**src/rtl/wb_cmd_initiator_if.sv**
```systemverilog
// Command/response stream and Wishbone bus bundle for wb_cmd_initiator.
// The master modport is the initiator's view; slave is the view of everything around it.
interface wb_cmd_initiator_if #(
  parameter int ADDR_WIDTH = 32,
  parameter int DATA_WIDTH = 32
);
  // command stream
  logic                    cmd_valid_i;
  logic                    cmd_ready_o;
  logic                    cmd_we_i;
  logic [ADDR_WIDTH-1:0]   cmd_adr_i;
  logic [DATA_WIDTH-1:0]   cmd_dat_i;
  logic [DATA_WIDTH/8-1:0] cmd_sel_i;
  // response stream
  logic                    rsp_valid_o;
  logic                    rsp_ready_i;
  logic [DATA_WIDTH-1:0]   rsp_dat_o;
  logic [1:0]              rsp_status_o;
  logic                    busy_o;
  // Wishbone
  logic                    wb_cyc_o;
  logic                    wb_stb_o;
  logic                    wb_we_o;
  logic [ADDR_WIDTH-1:0]   wb_adr_o;
  logic [DATA_WIDTH/8-1:0] wb_sel_o;
  logic [DATA_WIDTH-1:0]   wb_dat_o;
  logic [DATA_WIDTH-1:0]   wb_dat_i;
  logic                    wb_ack_i;
  logic                    wb_err_i;
  logic                    wb_rty_i;
  logic                    wb_stall_i;

  modport master (
    input  cmd_valid_i, cmd_we_i, cmd_adr_i, cmd_dat_i, cmd_sel_i,
    output cmd_ready_o,
    output rsp_valid_o, rsp_dat_o, rsp_status_o, busy_o,
    input  rsp_ready_i,
    output wb_cyc_o, wb_stb_o, wb_we_o, wb_adr_o, wb_sel_o, wb_dat_o,
    input  wb_dat_i, wb_ack_i, wb_err_i, wb_rty_i, wb_stall_i
  );

  modport slave (
    output cmd_valid_i, cmd_we_i, cmd_adr_i, cmd_dat_i, cmd_sel_i,
    input  cmd_ready_o,
    input  rsp_valid_o, rsp_dat_o, rsp_status_o, busy_o,
    output rsp_ready_i,
    input  wb_cyc_o, wb_stb_o, wb_we_o, wb_adr_o, wb_sel_o, wb_dat_o,
    output wb_dat_i, wb_ack_i, wb_err_i, wb_rty_i, wb_stall_i
  );
endinterface

```
**src/rtl/wb_cmd_initiator.sv**
```systemverilog
// Single-outstanding pipelined Wishbone initiator: one command in, one bus
// cycle (with bounded retry and a per-attempt timeout), one response out.
module wb_cmd_initiator #(
  parameter int ADDR_WIDTH = 32,
  parameter int DATA_WIDTH = 32,
  parameter int TIMEOUT    = 255,
  parameter int MAX_RETRY  = 3
) (
  input logic                clk_i,
  input logic                rst_i,
  wb_cmd_initiator_if.master bus
);

  localparam int SW = DATA_WIDTH / 8;
  localparam int TW = (TIMEOUT > 0) ? $clog2(TIMEOUT + 1) : 1;
  localparam int RW = (MAX_RETRY > 0) ? $clog2(MAX_RETRY + 1) : 1;
  localparam logic [TW-1:0] TLAST = TW'((TIMEOUT > 0) ? TIMEOUT - 1 : 0);
  localparam logic [RW-1:0] RMAX  = RW'(MAX_RETRY);

  typedef enum logic [2:0] {S_IDLE, S_REQ, S_WAIT, S_GAP, S_RESP} state_t;

  state_t state, state_nxt;

  logic                  we_q;
  logic [ADDR_WIDTH-1:0] adr_q;
  logic [DATA_WIDTH-1:0] dat_q;
  logic [SW-1:0]         sel_q;
  logic [TW-1:0]         tcnt;
  logic [RW-1:0]         rcnt;
  logic [DATA_WIDTH-1:0] rsp_dat_q;
  logic [1:0]            rsp_status_q;

  logic                  term_en;
  logic                  timeout_hit;
  logic                  rsp_load;
  logic                  retry_take;
  logic [1:0]            status_nxt;
  logic [DATA_WIDTH-1:0] dat_nxt;

  // State register
  always_ff @(posedge clk_i or posedge rst_i) begin
    if (rst_i) state <= S_IDLE;
    else       state <= state_nxt;
  end

  // Next state plus termination decode (err > ack > rty > timeout).
  // The timeout fires on the edge that closes the TIMEOUT-th cyc cycle of an attempt.
  always_comb begin
    state_nxt   = state;
    rsp_load    = 1'b0;
    retry_take  = 1'b0;
    status_nxt  = 2'b00;
    dat_nxt     = '0;
    term_en     = (state == S_WAIT) || ((state == S_REQ) && !bus.wb_stall_i);
    timeout_hit = (TIMEOUT != 0) && ((state == S_REQ) || (state == S_WAIT)) && (tcnt == TLAST);
    case (state)
      S_IDLE: if (bus.cmd_valid_i) state_nxt = S_REQ;
      S_REQ, S_WAIT: begin
        if (term_en && bus.wb_err_i) begin
          rsp_load   = 1'b1;
          status_nxt = 2'b01;
        end else if (term_en && bus.wb_ack_i) begin
          rsp_load   = 1'b1;
          status_nxt = 2'b00;
          dat_nxt    = we_q ? '0 : bus.wb_dat_i;
        end else if (term_en && bus.wb_rty_i) begin
          if (rcnt < RMAX) begin
            retry_take = 1'b1;
          end else begin
            rsp_load   = 1'b1;
            status_nxt = 2'b11;
          end
        end else if (timeout_hit) begin
          rsp_load   = 1'b1;
          status_nxt = 2'b10;
        end
        if (rsp_load)                                    state_nxt = S_RESP;
        else if (retry_take)                             state_nxt = S_GAP;
        else if ((state == S_REQ) && !bus.wb_stall_i)    state_nxt = S_WAIT;
      end
      S_GAP:  state_nxt = S_REQ;
      S_RESP: if (bus.rsp_ready_i) state_nxt = S_IDLE;
      default: state_nxt = S_IDLE;
    endcase
  end

  // Command latch, retry/timeout counters and response registers
  always_ff @(posedge clk_i or posedge rst_i) begin
    if (rst_i) begin
      we_q         <= 1'b0;
      adr_q        <= '0;
      dat_q        <= '0;
      sel_q        <= '0;
      tcnt         <= '0;
      rcnt         <= '0;
      rsp_dat_q    <= '0;
      rsp_status_q <= 2'b00;
    end else begin
      if ((state == S_IDLE) && bus.cmd_valid_i) begin
        we_q  <= bus.cmd_we_i;
        adr_q <= bus.cmd_adr_i;
        dat_q <= bus.cmd_dat_i;
        sel_q <= bus.cmd_sel_i;
        rcnt  <= '0;
      end else if (retry_take) begin
        rcnt <= rcnt + RW'(1);
      end
      if ((state_nxt == S_REQ) && (state != S_REQ))
        tcnt <= '0;
      else if ((TIMEOUT != 0) && ((state == S_REQ) || (state == S_WAIT)))
        tcnt <= tcnt + TW'(1);
      if (rsp_load) begin
        rsp_dat_q    <= dat_nxt;
        rsp_status_q <= status_nxt;
      end
    end
  end

  // Outputs decoded from state; bus fields come straight from the latch
  always_comb begin
    bus.cmd_ready_o  = (state == S_IDLE);
    bus.busy_o       = (state != S_IDLE);
    bus.wb_cyc_o     = (state == S_REQ) || (state == S_WAIT);
    bus.wb_stb_o     = (state == S_REQ);
    bus.rsp_valid_o  = (state == S_RESP);
    bus.rsp_dat_o    = rsp_dat_q;
    bus.rsp_status_o = rsp_status_q;
    bus.wb_we_o      = we_q;
    bus.wb_adr_o     = adr_q;
    bus.wb_sel_o     = sel_q;
    bus.wb_dat_o     = dat_q;
  end

endmodule

```
**src/flat_wrapper.sv**
```systemverilog
// flat-port wrapper written by rule: the top's interface ports become plain ports
module wb_cmd_initiator_flat 
#(
  parameter int ADDR_WIDTH = 32,
  parameter int DATA_WIDTH = 32,
  parameter int TIMEOUT    = 255,
  parameter int MAX_RETRY  = 3
)
  (clk_i, rst_i, bus_cmd_valid_i, bus_cmd_we_i, bus_cmd_adr_i, bus_cmd_dat_i, bus_cmd_sel_i, bus_cmd_ready_o, bus_rsp_valid_o, bus_rsp_dat_o, bus_rsp_status_o, bus_busy_o, bus_rsp_ready_i, bus_wb_cyc_o, bus_wb_stb_o, bus_wb_we_o, bus_wb_adr_o, bus_wb_sel_o, bus_wb_dat_o, bus_wb_dat_i, bus_wb_ack_i, bus_wb_err_i, bus_wb_rty_i, bus_wb_stall_i);
  wb_cmd_initiator_if #(.ADDR_WIDTH(ADDR_WIDTH), .DATA_WIDTH(DATA_WIDTH)) bus_i ();
  input logic clk_i;
  input logic rst_i;
  input wire logic [$bits(bus_i.cmd_valid_i)-1:0] bus_cmd_valid_i;
  input wire logic [$bits(bus_i.cmd_we_i)-1:0] bus_cmd_we_i;
  input wire logic [$bits(bus_i.cmd_adr_i)-1:0] bus_cmd_adr_i;
  input wire logic [$bits(bus_i.cmd_dat_i)-1:0] bus_cmd_dat_i;
  input wire logic [$bits(bus_i.cmd_sel_i)-1:0] bus_cmd_sel_i;
  output wire logic [$bits(bus_i.cmd_ready_o)-1:0] bus_cmd_ready_o;
  output wire logic [$bits(bus_i.rsp_valid_o)-1:0] bus_rsp_valid_o;
  output wire logic [$bits(bus_i.rsp_dat_o)-1:0] bus_rsp_dat_o;
  output wire logic [$bits(bus_i.rsp_status_o)-1:0] bus_rsp_status_o;
  output wire logic [$bits(bus_i.busy_o)-1:0] bus_busy_o;
  input wire logic [$bits(bus_i.rsp_ready_i)-1:0] bus_rsp_ready_i;
  output wire logic [$bits(bus_i.wb_cyc_o)-1:0] bus_wb_cyc_o;
  output wire logic [$bits(bus_i.wb_stb_o)-1:0] bus_wb_stb_o;
  output wire logic [$bits(bus_i.wb_we_o)-1:0] bus_wb_we_o;
  output wire logic [$bits(bus_i.wb_adr_o)-1:0] bus_wb_adr_o;
  output wire logic [$bits(bus_i.wb_sel_o)-1:0] bus_wb_sel_o;
  output wire logic [$bits(bus_i.wb_dat_o)-1:0] bus_wb_dat_o;
  input wire logic [$bits(bus_i.wb_dat_i)-1:0] bus_wb_dat_i;
  input wire logic [$bits(bus_i.wb_ack_i)-1:0] bus_wb_ack_i;
  input wire logic [$bits(bus_i.wb_err_i)-1:0] bus_wb_err_i;
  input wire logic [$bits(bus_i.wb_rty_i)-1:0] bus_wb_rty_i;
  input wire logic [$bits(bus_i.wb_stall_i)-1:0] bus_wb_stall_i;
  assign bus_i.cmd_valid_i = bus_cmd_valid_i;
  assign bus_i.cmd_we_i = bus_cmd_we_i;
  assign bus_i.cmd_adr_i = bus_cmd_adr_i;
  assign bus_i.cmd_dat_i = bus_cmd_dat_i;
  assign bus_i.cmd_sel_i = bus_cmd_sel_i;
  assign bus_cmd_ready_o = bus_i.cmd_ready_o;
  assign bus_rsp_valid_o = bus_i.rsp_valid_o;
  assign bus_rsp_dat_o = bus_i.rsp_dat_o;
  assign bus_rsp_status_o = bus_i.rsp_status_o;
  assign bus_busy_o = bus_i.busy_o;
  assign bus_i.rsp_ready_i = bus_rsp_ready_i;
  assign bus_wb_cyc_o = bus_i.wb_cyc_o;
  assign bus_wb_stb_o = bus_i.wb_stb_o;
  assign bus_wb_we_o = bus_i.wb_we_o;
  assign bus_wb_adr_o = bus_i.wb_adr_o;
  assign bus_wb_sel_o = bus_i.wb_sel_o;
  assign bus_wb_dat_o = bus_i.wb_dat_o;
  assign bus_i.wb_dat_i = bus_wb_dat_i;
  assign bus_i.wb_ack_i = bus_wb_ack_i;
  assign bus_i.wb_err_i = bus_wb_err_i;
  assign bus_i.wb_rty_i = bus_wb_rty_i;
  assign bus_i.wb_stall_i = bus_wb_stall_i;
  wb_cmd_initiator #(.ADDR_WIDTH(ADDR_WIDTH), .DATA_WIDTH(DATA_WIDTH), .TIMEOUT(TIMEOUT), .MAX_RETRY(MAX_RETRY)) u_core (.clk_i(clk_i), .rst_i(rst_i), .bus(bus_i));
endmodule
```
**config.mk**
```make
export PLATFORM = sky130hd
export DESIGN_NAME = wb_cmd_initiator_flat
export DESIGN_NICKNAME = d
export VERILOG_FILES = /design/src/rtl/wb_cmd_initiator_if.sv /design/src/rtl/wb_cmd_initiator.sv /design/src/flat_wrapper.sv
export SDC_FILE = /design/constraint.sdc
export NUM_CORES = 1
export LEC_CHECK = 0
export CAP_MARGIN = 20
export CORE_ASPECT_RATIO = 0.5
export CORE_MARGIN = 4
export CORE_UTILIZATION = 40
export DETAILED_ROUTE_END_ITERATION = 6
export GPL_ROUTABILITY_DRIVEN = 0
export PLACE_DENSITY = 0.89
export SLEW_MARGIN = 30
export SYNTH_ARGS = -nofsm -noshare
export SYNTH_HDL_FRONTEND = slang
export SYNTH_SLANG_ARGS = --single-unit
export TNS_END_PERCENT = 20
```
**constraint.sdc**
```tcl
create_clock -name clk_i -period 4.47 [get_ports clk_i]
set_input_delay 1.1175 -clock clk_i [delete_from_list [all_inputs] [get_ports clk_i]]
set_output_delay 1.1175 -clock clk_i [all_outputs]
set_load 0.05 [all_outputs]
```
==> qor.csv <==
stage,metric,value,unit
floorplan,width of the chip,161,um
clock_tree,number of levels the H-tree was split into,4,
synthesis,combinational family with the most area after synthesis,multiplexers,
detailed_routing,drt wl/cell,18.5,um
synthesis,xor and xnor fraction of the mapped netlist area,0.0185,
detailed_routing,Top Metal Used,met4,
critical_path,Critical Path Fanout Max,11,
floorplan,DIE AREA,13600,um2
hold_path,Tightest Hold Check Type,register to register,
critical_path,class of the most critical setup path,register to output port,
detailed_routing,count of routing violations after the opening detailed-route iteration,166,
hold_path,instance count along the most critical hold path,1,
grt,global-route wire length before repair,21000,um
final_layout,area of combinational cells with multiple inputs,1600,um2
timing,Setup TNS Final,0,ns
clock_tree,count of buffers added by post-CTS timing repair for setup,0,
timing,Final Skew,0.00997,ns
power_and_ir_drop,sequential power share,0.263,
detailed_routing,DRC violations left,0,
critical_path,endpoint type of the worst setup path,output port,
synthesis,primary flip-flop cell chosen by synthesis mapping,dfrtp_1,
synthesis,mean instance size in the synthesized netlist,14.8,um2
placement,placed wire-length estimate,9050,um
final_layout,count of fill cells added during filler insertion,791,
placement,number of instances in the placed design,679,
timing,final hold violation count,0,
grt,antenna violations before repair,0,
critical_path,number of cells on the worst reg-to-reg path,5,
grt,vias in the first global route,3797,
timing,setup repair after global routing missed its margin,false,
critical_path,required time of the critical path,3.35,ns
synthesis,simple-gate area share of the yosys netlist,0.0567,
floorplan,core region area,11200,um2
final_layout,"leading cell types in the layout, fill and taps excluded","clkdlybuf4s50_1 (216), dfrtp_1 (116), mux2_2 (70)",
synthesis,multiplexer share of the synthesized area,0.168,
placement,count of buffers inserted at the top-level ports,216,
placement,minimum setup slack after placement,1.40,ns
clock_tree,CTS Hold Buffers Added,0,
power_and_ir_drop,switching fraction of total power,0.446,
synthesis,share of synthesized area occupied by flip-flops and latches,0.620,
final_layout,diode count,0,
timing,maximum frequency from static timing analysis,292,MHz
final_layout,Sequential Area,2900,um2
synthesis,synthesized net count,429,
clock_tree,register clock-pin slew on the reported worst setup and hold paths,0.05,ns
floorplan,number of primary I/O pins,217,
floorplan,Initial Utilization,0.417,
synthesis,area fraction of the dominant cell type after synthesis,0.620,
grt,total congestion overflow,0,
floorplan,cell row count,27,
synthesis,Post-Synthesis Cell Area,4680,um2
timing,post-route setup slack,1.05,ns
detailed_routing,total length of routed met3 wires,440,um
synthesis,synth top area cells,"dfrtp_1 (62%), mux2_2 (17%), a22o_1 (5.8%)",
power_and_ir_drop,Internal Dissipation,3810,uW
synthesis,adder-cell share of the synthesized area,0.00802,
detailed_routing,total routed wirelength,13100,um
synthesis,"EDFF count, synth",0,
detailed_routing,remaining antenna violation count,0,
synthesis,Syn Inst Count,317,
timing,minimum period implied by the final worst setup slack,3.42,ns
final_layout,area overhead of the layout relative to synthesis,61.5,%
job,Max-Cap Viols,0,
power_and_ir_drop,leakage power summed over all cells,0.00316,uW
clock_tree,CTS Buf Count,17,
synthesis,Synth cell types,41,
power_and_ir_drop,net switching power of the design,3060,uW
detailed_routing,Detailed Routing Iterations Pass 1,4,
grt,gr usage total,0.196,
critical_path,Worst Setup Start Kind,register,
final_layout,"leading cell type in the layout, fill and taps excluded",clkdlybuf4s50_1,
timing,# setup viols final,0,
detailed_routing,average via count per standard cell,4.89,
synthesis,"FF+latch count, synth",116,
final_layout,fraction of the core area covered by cells at the end of the flow,0.674,
clock_tree,Post-CTS Resized,0,
synthesis,count of synthesis-stage warnings from yosys,0,
power_and_ir_drop,Gate power share,0.534,
final_layout,Post-layout nets,651,
clock_tree,clock tree from TritonCTS,yes,
grt,pin count of the biggest net entering global routing,62,
synthesis,top cell type by total area after synthesis,dfrtp_1,
detailed_routing,overall via count from detail_route,3467,
power_and_ir_drop,clock group share of total power,0.203,
floorplan,vertical extent of the die,84.5,um
clock_tree,Max Root-Sink Buffers,2,
detailed_routing,routed length on met1,5100,um
final_layout,number of non-filler instances in the completed layout,709,
clock_tree,root cell of the clock tree,clkbuf_16,
timing,final count of pins violating max slew,0,
synthesis,share of async-settable or async-resettable flops after synthesis,1.00,
power_and_ir_drop,maximum VDD drop,0.433,mV
timing,period utilisation layout,0.765,
synthesis,"synthesized-area fraction occupied by ao, oa, aoi and oai cells",0.0907,
detailed_routing,Routed met2 length,7240,um
status,result of the run,"finished, final reports clean",
timing,slew margin rel.,0.514,
clock_tree,total number of clock tree sinks,116,
timing,transition at the pin with the smallest max-transition slack,0.729,ns
clock_tree,source-to-sink clock delay at the later pin of the worst-skew pair,0.40,ns
power_and_ir_drop,power density cells,909,nW/um2
critical_path,worst path arrival time,2.30,ns
final_layout,share of cells above drive strength 1,0.205,
-- final timing paths --
kind                                               from                       to  slack [ns]
worst max-delay path                    u_core.state[1]             bus_wb_cyc_o        1.05
max in group asynchronous                         rst_i  u_core.bus.wb_adr_o[20]        2.48
worst min register to register  u_core.bus.wb_dat_o[27]  u_core.bus.wb_dat_o[27]        0.50
worst max register to register          u_core.state[2]   u_core.bus.wb_dat_o[2]        2.14
worst min-delay path            u_core.bus.wb_dat_o[27]  u_core.bus.wb_dat_o[27]        0.50
min in group asynchronous                         rst_i  u_core.bus.wb_adr_o[13]        1.22
-- cell families (layout without fill, tap and decap cells) --
| logic type | count (synthesis) | count (layout) |
|---|---|---|
| AOI/OAI and AO/OA | 49 | 49 |
| xor gates and xnor gates | 9 | 9 |
| adders and majority gates | 3 | 3 |
| buffers and inverters | 23 | 256 |
| DFF | 116 | 116 |
| muxes | 70 | 70 |
| and+or+nand+nor | 47 | 47 |
-- final cells by class --
class,instances,area share
Sequential cell,116,0.384
Inverter,6,0.00331
Tap cell,159,0.0263
Clock inverter,8,0.0164
Timing Repair Buffer,220,0.293
Clock buffer,22,0.0641
Multi-Input combinational cell,178,0.212
-- flip-flops by register name, indices dropped and copies added (netlist names) --
signal                   cells
u_core.bus.wb_we_o           1
u_core.bus.wb_adr_o         32
u_core.bus.rsp_status_o      2
u_core.state                 3
u_core.rcnt                  2
u_core.bus.wb_dat_o         32
u_core.tcnt                  8
u_core.bus.wb_sel_o          4
u_core.bus.rsp_dat_o        32
-- synthesized netlist by cell type, drive strengths merged, types with 3 or more instances --
library cell / instances
ha: 3
dfrtp: 116
a21oi: 3
inv: 6
a22o: 32
nand2: 7
mux2: 70
nor2: 15
nor3: 3
buf: 16
a211oi: 3
nor4: 6
xnor2: 9
nand2b: 3
-- layer usage --
layer	track usage	vias up
li1	-	1598
met1	0.219	1751
met2	0.369	94
met3	0.0383	24
met4	0.0797	0
met5	0	-
-- per-stage QoR --
stage	hold WS [ns]	total power, uW	cell area, um2
after global placement	0.488	5410	6950
after detailed placement	0.490	5490	6950
after CTS	0.507	6930	7550
after floorplan	0.510	4250	4680
after global routing	0.519	7150	7550
final	0.502	6870	7550
-- power groups by stage --
stage	clock [uW]	sequential [uW]	combinational, uW
2_1_floorplan	0	3300	949
3_3_place_gp	0	1780	3630
3_5_place_dp	0	1810	3680
4_1_cts	1420	1810	3700
5_1_grt	1470	1870	3800
6_report	1400	1810	3670
-- worst max-delay path, stage by stage (launching register included) --
cell and delay (ns):
dfrtp_1 0.50, xnor2_2 0.26, nor2_1 0.27, clkdlybuf4s50_1 0.87
Power figures use the tool's default switching activity.
